**config.mk**
```make
export PLATFORM = sky130hd
export DESIGN_NAME = adam_boot_seq_flat
export DESIGN_NICKNAME = d
export VERILOG_FILES = /design/src/rtl/adam_boot_seq_if.sv /design/src/rtl/adam_boot_seq.sv /design/src/flat_wrapper.sv
export SDC_FILE = /design/constraint.sdc
export NUM_CORES = 1
export LEC_CHECK = 0
export BUFFER_PORTS_ARGS = -buffer_cell sky130_fd_sc_hd__buf_2
export CORE_MARGIN = 2
export CORE_UTILIZATION = 35
export DETAILED_ROUTE_END_ITERATION = 16
export PLACE_DENSITY = 0.64
export SLEW_MARGIN = 0
export SYNTH_ARGS = -nofsm -noshare
export SYNTH_HDL_FRONTEND = slang
export SYNTH_SLANG_ARGS = --single-unit
```
**constraint.sdc**
```tcl
create_clock -name clk -period 3.6 [get_ports clk]
set_input_delay 1.08 -clock clk [delete_from_list [all_inputs] [get_ports clk]]
set_output_delay 1.08 -clock clk [all_outputs]
set_load 0.01 [all_outputs]
```
**src/rtl/adam_boot_seq_if.sv**
```systemverilog
// Pause/resume and boot-address bundle between the boot sequencer and the SoC targets.
// Combinational wiring only; handshake is level-based pause/ack per target.
// Master = sequencer, slave = targets plus the reboot requester.
interface adam_boot_seq_if #(
    parameter int ADDR_WIDTH = 32,
    parameter int NO_CPUS    = 1,
    parameter int NO_MEMS    = 3
);
    logic [NO_MEMS-1:0]    mem_pause_o;
    logic [NO_MEMS-1:0]    mem_pause_ack_i;
    logic [NO_CPUS-1:0]    cpu_pause_o;
    logic [NO_CPUS-1:0]    cpu_pause_ack_i;
    logic [ADDR_WIDTH-1:0] boot_addr_o;
    logic                  reboot_req_i;
    logic [ADDR_WIDTH-1:0] reboot_addr_i;
    logic                  done_o;
    logic                  error_o;

    modport master (
        output mem_pause_o,
        input  mem_pause_ack_i,
        output cpu_pause_o,
        input  cpu_pause_ack_i,
        output boot_addr_o,
        input  reboot_req_i,
        input  reboot_addr_i,
        output done_o,
        output error_o
    );

    modport slave (
        input  mem_pause_o,
        output mem_pause_ack_i,
        input  cpu_pause_o,
        output cpu_pause_ack_i,
        input  boot_addr_o,
        output reboot_req_i,
        output reboot_addr_i,
        input  done_o,
        input  error_o
    );
endinterface

```
**src/rtl/adam_boot_seq.sv**
```systemverilog
// Post-reset boot sequencer: hold, wake memories, wake CPUs, run; software reboot re-runs it.
// Latency: all outputs registered, one cycle after the state decision; per-step watchdog.
// Backpressure: waits on level acks of enabled targets; reboot requests outside RUN are dropped.
module adam_boot_seq #(
    parameter int                     ADDR_WIDTH     = 32,
    parameter int                     NO_CPUS        = 1,
    parameter int                     NO_MEMS        = 3,
    parameter int                     RST_CYCLES     = 5,
    parameter int                     TIMEOUT_CYCLES = 1024,
    parameter logic [ADDR_WIDTH-1:0]  RST_BOOT_ADDR  = '0,
    parameter logic [NO_CPUS-1:0]     BOOT_CPU_MASK  = 1,
    parameter logic [NO_MEMS-1:0]     BOOT_MEM_MASK  = 1
) (
    input  logic           clk,
    input  logic           rst_n,
    adam_boot_seq_if.master bus
);
    localparam int CNT_MAX = (RST_CYCLES > TIMEOUT_CYCLES) ? RST_CYCLES : TIMEOUT_CYCLES;
    localparam int CW      = $clog2(CNT_MAX + 1);
    localparam logic [CW-1:0] HOLD_LAST = CW'(RST_CYCLES - 1);
    localparam logic [CW-1:0] TO_LAST   = CW'(TIMEOUT_CYCLES - 1);
    localparam logic [CW-1:0] CNT_TOP   = CW'(CNT_MAX);

    typedef enum logic [2:0] {
        HOLD, MEM_WAKE, CPU_WAKE, RUN, PAUSE_ALL, ERROR
    } state_t;

    state_t                state_q, state_d;
    logic [CW-1:0]         cnt_q;
    logic [ADDR_WIDTH-1:0] reboot_addr_q;
    logic                  mem_woken, cpu_woken, all_paused;
    logic                  latch_addr, load_boot;

    always_comb begin
        state_d    = state_q;
        latch_addr = 1'b0;
        load_boot  = 1'b0;
        mem_woken  = (bus.mem_pause_ack_i & BOOT_MEM_MASK) == '0;
        cpu_woken  = (bus.cpu_pause_ack_i & BOOT_CPU_MASK) == '0;
        all_paused = ((bus.mem_pause_ack_i & BOOT_MEM_MASK) == BOOT_MEM_MASK) &&
                     ((bus.cpu_pause_ack_i & BOOT_CPU_MASK) == BOOT_CPU_MASK);
        // Completion is tested before the watchdog so it wins a same-cycle tie.
        case (state_q)
            HOLD: begin
                if (cnt_q == HOLD_LAST) state_d = MEM_WAKE;
            end
            MEM_WAKE: begin
                if (mem_woken)             state_d = CPU_WAKE;
                else if (cnt_q == TO_LAST) state_d = ERROR;
            end
            CPU_WAKE: begin
                if (cpu_woken)             state_d = RUN;
                else if (cnt_q == TO_LAST) state_d = ERROR;
            end
            RUN: begin
                if (bus.reboot_req_i) begin
                    latch_addr = 1'b1;
                    state_d    = PAUSE_ALL;
                end
            end
            PAUSE_ALL: begin
                if (all_paused) begin
                    load_boot = 1'b1;
                    state_d   = HOLD;
                end else if (cnt_q == TO_LAST) begin
                    state_d = ERROR;
                end
            end
            ERROR:   state_d = ERROR;
            default: state_d = ERROR;
        endcase
    end

    always_ff @(posedge clk or negedge rst_n) begin
        if (!rst_n) begin
            state_q         <= HOLD;
            cnt_q           <= '0;
            reboot_addr_q   <= RST_BOOT_ADDR;
            bus.mem_pause_o <= '1;
            bus.cpu_pause_o <= '1;
            bus.boot_addr_o <= RST_BOOT_ADDR;
            bus.done_o      <= 1'b0;
            bus.error_o     <= 1'b0;
        end else begin
            state_q <= state_d;
            if (state_d != state_q)  cnt_q <= '0;
            else if (cnt_q != CNT_TOP) cnt_q <= cnt_q + CW'(1);
            if (latch_addr) reboot_addr_q <= bus.reboot_addr_i;
            // The address only moves on the PAUSE_ALL exit, i.e. with every enabled CPU acked paused.
            if (load_boot)  bus.boot_addr_o <= reboot_addr_q;
            bus.mem_pause_o <= (state_d inside {MEM_WAKE, CPU_WAKE, RUN}) ? ~BOOT_MEM_MASK : '1;
            bus.cpu_pause_o <= (state_d inside {CPU_WAKE, RUN}) ? ~BOOT_CPU_MASK : '1;
            bus.done_o      <= (state_d == RUN);
            bus.error_o     <= bus.error_o | (state_d == ERROR);
        end
    end
endmodule

```
**src/flat_wrapper.sv**
```systemverilog
// flat-port wrapper written by rule: the top's interface ports become plain ports
module adam_boot_seq_flat 
#(
    parameter int                     ADDR_WIDTH     = 32,
    parameter int                     NO_CPUS        = 1,
    parameter int                     NO_MEMS        = 3,
    parameter int                     RST_CYCLES     = 5,
    parameter int                     TIMEOUT_CYCLES = 1024,
    parameter logic [ADDR_WIDTH-1:0]  RST_BOOT_ADDR  = '0,
    parameter logic [NO_CPUS-1:0]     BOOT_CPU_MASK  = 1,
    parameter logic [NO_MEMS-1:0]     BOOT_MEM_MASK  = 1
)
  (clk, rst_n, bus_mem_pause_o, bus_mem_pause_ack_i, bus_cpu_pause_o, bus_cpu_pause_ack_i, bus_boot_addr_o, bus_reboot_req_i, bus_reboot_addr_i, bus_done_o, bus_error_o);
  adam_boot_seq_if #(.ADDR_WIDTH(ADDR_WIDTH), .NO_CPUS(NO_CPUS), .NO_MEMS(NO_MEMS)) bus_i ();
  input  logic clk;
  input  logic rst_n;
  output wire logic [$bits(bus_i.mem_pause_o)-1:0] bus_mem_pause_o;
  input wire logic [$bits(bus_i.mem_pause_ack_i)-1:0] bus_mem_pause_ack_i;
  output wire logic [$bits(bus_i.cpu_pause_o)-1:0] bus_cpu_pause_o;
  input wire logic [$bits(bus_i.cpu_pause_ack_i)-1:0] bus_cpu_pause_ack_i;
  output wire logic [$bits(bus_i.boot_addr_o)-1:0] bus_boot_addr_o;
  input wire logic [$bits(bus_i.reboot_req_i)-1:0] bus_reboot_req_i;
  input wire logic [$bits(bus_i.reboot_addr_i)-1:0] bus_reboot_addr_i;
  output wire logic [$bits(bus_i.done_o)-1:0] bus_done_o;
  output wire logic [$bits(bus_i.error_o)-1:0] bus_error_o;
  assign bus_mem_pause_o = bus_i.mem_pause_o;
  assign bus_i.mem_pause_ack_i = bus_mem_pause_ack_i;
  assign bus_cpu_pause_o = bus_i.cpu_pause_o;
  assign bus_i.cpu_pause_ack_i = bus_cpu_pause_ack_i;
  assign bus_boot_addr_o = bus_i.boot_addr_o;
  assign bus_i.reboot_req_i = bus_reboot_req_i;
  assign bus_i.reboot_addr_i = bus_reboot_addr_i;
  assign bus_done_o = bus_i.done_o;
  assign bus_error_o = bus_i.error_o;
  adam_boot_seq #(.ADDR_WIDTH(ADDR_WIDTH), .NO_CPUS(NO_CPUS), .NO_MEMS(NO_MEMS), .RST_CYCLES(RST_CYCLES), .TIMEOUT_CYCLES(TIMEOUT_CYCLES), .RST_BOOT_ADDR(RST_BOOT_ADDR), .BOOT_CPU_MASK(BOOT_CPU_MASK), .BOOT_MEM_MASK(BOOT_MEM_MASK)) u_core (.clk(clk), .rst_n(rst_n), .bus(bus_i));
endmodule
```
* Word level (Yosys, flattened, before mapping)
Cells that the tools add are included.
** Operators by class
- Add/subtract/negate cells :: 1
- $mul :: 0
- Div/mod/pow operators :: 0
- Magnitude comparators :: 0
- Equal/unequal tests :: 12
- Shift operators :: 0
- Mux-type cells :: 15
- Bitwise gates (word level) :: 1
- Reductions and logical operators :: 6
** Operators by type and width (number)
- $mux 11 :: 2
- $mux 3 :: 6
- $pmux 3 s5 :: 1
- $eq 3x2->1 const B :: 4
- $add 11x1->11 const B :: 1
- $eq 11x10->1 const B :: 1
- $eq 11x3->1 const B :: 1
- $ne 11x11->1 const B :: 1
- $eq 3x1->1 const B :: 2
- $eq 3x3->1 const B :: 2
- $logic_not 3->1 :: 2
- $mux 1 :: 6
- $reduce_bool 2->1 :: 2
- $ne 3x3->1 :: 1
- $reduce_bool 3->1 :: 1
- $logic_and 1x1->1 :: 1
- $or 1x1->1 :: 1
** Word-level totals
- Register bits :: 84
- Bits in latches :: 0
- RAM bits :: 0
- ROM bits :: 0
- Output and inout bits :: 38
- Word-level logic and storage cells :: 43
- Memories :: 0

* Depth between registers and ports, before layout
- Depth after elaboration :: 7
- Gate-level depth with buffers :: 7

* Worst setup path before layout
Ideal clock, no wire load.
- Path type :: input-to-reg
- Start :: input bus_cpu_pause_ack_i
- End :: register u_core.bus.boot_addr_o[10]
- Setup time :: 125 ps
- Arrival :: 2140 ps
- Setup slack :: 1335 ps
- Stages :: 5
- Path buffers :: 2
- Cell sequence :: nor2b_1 > and3_1 > clkbuf_1 > buf_4 > mux2_2
** On the way
- Longest elaborated chain between the ends :: 3
** Ends and longest elaborated chain
- start, declared :: line flat_wrapper.sv:20 : input wire logic [$bits(bus_i.cpu_pause_ack_i)-1:0] bus_cpu_pause_ack_i;
- $logic_and 1x1->1 :: line adam_boot_seq.sv:40 : all_paused = ((bus.mem_pause_ack_i & BOOT_MEM_MASK) == BOOT_MEM_MASK) &&
- $mux 1 :: line adam_boot_seq.sv:62 : if (all_paused) begin
- $mux 1 :: line adam_boot_seq.sv:43 : case (state_q)
- end signal, assigned :: line adam_boot_seq.sv:90 : if (load_boot) bus.boot_addr_o <= reboot_addr_q;
- end, declared :: line adam_boot_seq_if.sv:24 : output boot_addr_o,
Every way passes these cells.
A chain may end at the register's enable or synchronous reset.

* Final worst setup path
- Start :: input bus_cpu_pause_ack_i
- End :: register u_core.bus.boot_addr_o[1]
Same word-level chain as after synthesis.

==> out/results.ini <==
[yosys]
synth-edff-count=0
ys_async_sr_fraction_pct=100.0
syn_area_um2=3488
synth-simple-area-share_pct=8.967
synth_compound_area_share_pct=4.125
synth_top_flop_cell=dfrtp_1
synth_xor_area_share_pct=2.009
postSynthAreaPerCell_um2=13.95
muxShareOfSynthArea_pct=21.38
yosys_warnings=0
synth_top_family_by_area=multiplexers
yosysUniqueCellTypes=44
synth-seq-cells=82
synth_cells=250
synth_fa_ha_area_share_pct=0.7174
ys_seq_area_share_pct=58.90

[die]
die_h_um=103.8
dieWidth_um=103.8
rows=36
die_area_um2=10780
ioPinCount=77
initial_core_util_pct=35.85
fp.coreArea_um2=9729

[clock_network]
numClockSinks=82
postCtsHoldBufs=0
cts_setup_buffers=0
clock_latency_ps=350
cts_max_level=3
clkTransAtPathRegs_ps=80
cts_max_path_buffers=2
cts-root-buf=clkbuf_8
numCtsBuffers=9
cts-resized-gates=0
cts_tree=yes

[timing]
finalHoldViolCount=0
min_period_ps=2235
hold_slack_ps=458.9
timing.fmax_ghz=0.4474
drv_slew=0
worst_slew_pin_slew_ps=995.2
setup_tns_ps=0
fin_skew_ps=11.84
rsz0062_at_grt=no
maxSlewHeadroom_pct=33.65
finalSetupViolCount=0
fin_crit_sh_pct=62.08

[detailed_routing]
wl_per_cell_um=13.65
viasPerCell=4.663
drc=0
vias=2145
wl_mm=6.278
drt-initial-drc-count=82
dr.pass1.iters=4
route.antenna.remaining_nets=0

[layout]
diodes=0
drive_above_1_share_pct=51.68
area_growth_pct=18.36
fin_util_pct=42.44
multi_input_area_um2=1310
stdcell_count=460
seqCellArea_um2=2054
final_nets=363
num-fill-cells=964

[pwr]
ir_drop_uv=375.6
p_per_area_nw_per_um2=795.5
p_leak_nw=1.998

[worst_setup_path]
path_class=primary input to flip-flop
start_kind=primary input
rrSetupSlack_ps=1480
arrival_ps=2470
worstPathMaxFanout=32
reg2reg_to=u_core.cnt_q[2]
reg2regPathDepth=6
reg2reg_from=u_core.cnt_q[1]
worstPathRequired_ps=3830
end_kind=flip-flop

[grt]
grt_util_all_layers_pct=12.41
antenna_found_initial=0
grt_pass1_vias=2192
grt_max_degree=83
grt-ovfl-total=0
grt_pass1_wl_mm=10.76

[worst_hold_path]
hold_start=u_core.bus.error_o
min_path_cells=1
min_to=u_core.bus.error_o
hold_class=flip-flop to flip-flop

[place]
hpwlAfterDp_mm=4.238
place_congestion=0.7574
numPortBuffers=72
placed_cells=444

[flow_run]
drv_cap=0

[outcome]
outcome=finished clean

[synthesized netlist by cell type (3+ instances only)]
library cell | number | area [µm²]
dfrtp_1 | 80 | 2002
mux2_2 | 63 | 709.4
nor3_1 | 9 | 45.04
nand3_1 | 8 | 40.04
nor2_1 | 8 | 30.03
inv_1 | 7 | 26.28
buf_4 | 6 | 45.04
nand2_1 | 5 | 18.77
xor2_1 | 5 | 43.79
a21oi_1 | 4 | 20.02
buf_2 | 4 | 20.02
nor2b_1 | 4 | 25.02
buf_6 | 3 | 33.78
nand4_1 | 3 | 18.77
nor3b_1 | 3 | 22.52
xnor2_1 | 3 | 26.28
[layer usage]
layer	vias to the layer above	GRT usage, %	share of wire (%)	routed length (µm)
li1	1029	-	-	-
met1	1063	16.18	45	2821
met2	43	19.13	48	3019
met3	10	3.713	5.0	316
met4	0	5.502	1.9	121
met5	-	0	0	0
[cell usage in the layout, fill, tap and decap left out, drive strengths merged, types with 2 or more instances in the layout]
cell      instances
nand4             4
xor2              5
or2               2
dfstp             2
nor2b             4
nand3             9
dfrtp            80
buf              75
ha                2
clkinvlp          2
mux2             65
o22ai             2
nor4              3
a31oi             2
a21oi             4
clkbuf           10
xnor2             3
nor3b             3
nand2             5
conb              2
nor2              8
inv              10
a21o              2
nor3             11
[through the flow]
| stage | cell area [µm²] | setup slack, ps | power, mW |
|---|---|---|---|
| floorplan | 3492 | 1335 | 2.353 |
| global placement | 3943 | 1028 | 2.659 |
| detailed placement | 3943 | 1009 | 2.709 |
| CTS | 4129 | 1387 | 3.342 |
| global route | 4129 | 1270 | 3.535 |
| finish | 4129 | 1365 | 3.285 |
[area by class of cell]
cell class	count	share of cell area (%)
Sequential cell	82	49.76
Multi-Input combinational cell	147	31.73
Timing Repair Buffer	75	9.333
Tap cell	133	4.030
Clock buffer	10	3.333
Clock inverter	6	1.182
Inverter	7	0.6364
[critical path, cell delays in order]
cell	delay, ps
buf_2	110
nor2b_1	250
and3_1	200
buf_4	420
mux2_2	390
[worst max-delay path by stage]
stage / startpoint / end / slack, ps / cells past startpoint
after floorplan: bus_cpu_pause_ack_i / u_core.bus.boot_addr_o[10] / 1340 / 5
final: bus_cpu_pause_ack_i / u_core.bus.boot_addr_o[1] / 1370 / 5
after global routing: u_core.cnt_q[1] / u_core.cnt_q[3] / 1270 / 6
after global placement: bus_cpu_pause_ack_i / u_core.bus.boot_addr_o[23] / 1030 / 5
after detailed placement: bus_cpu_pause_ack_i / u_core.bus.boot_addr_o[1] / 1010 / 5
after CTS: bus_cpu_pause_ack_i / u_core.bus.boot_addr_o[1] / 1390 / 5
[sequential cells by signal, indices dropped and copies added, names as in the netlist]
signal                  cells
u_core.bus.boot_addr_o     32
u_core.reboot_addr_q       32
u_core.cnt_q               11
u_core.state_q              3
u_core.bus.cpu_pause_o      1
u_core.bus.done_o           1
u_core.bus.error_o          1
u_core.bus.mem_pause_o      1
[logic make-up after synthesis]
group | count (synthesis)
AO/OA/AOI/OAI | 18
XOR/XNOR | 8
adder cells (fa/ha/maj) | 2
buffers and inverters | 22
flip-flops | 82
multiplexers | 66
other | 1
AND/OR/NAND/NOR | 51
[where the power goes]
group	switching, mW	internal (mW)	total [mW]
sequential	0.244	1.33	1.57
clock	0.344	0.278	0.622
combinational	0.507	0.584	1.09
(Power assumes the default switching activity.)
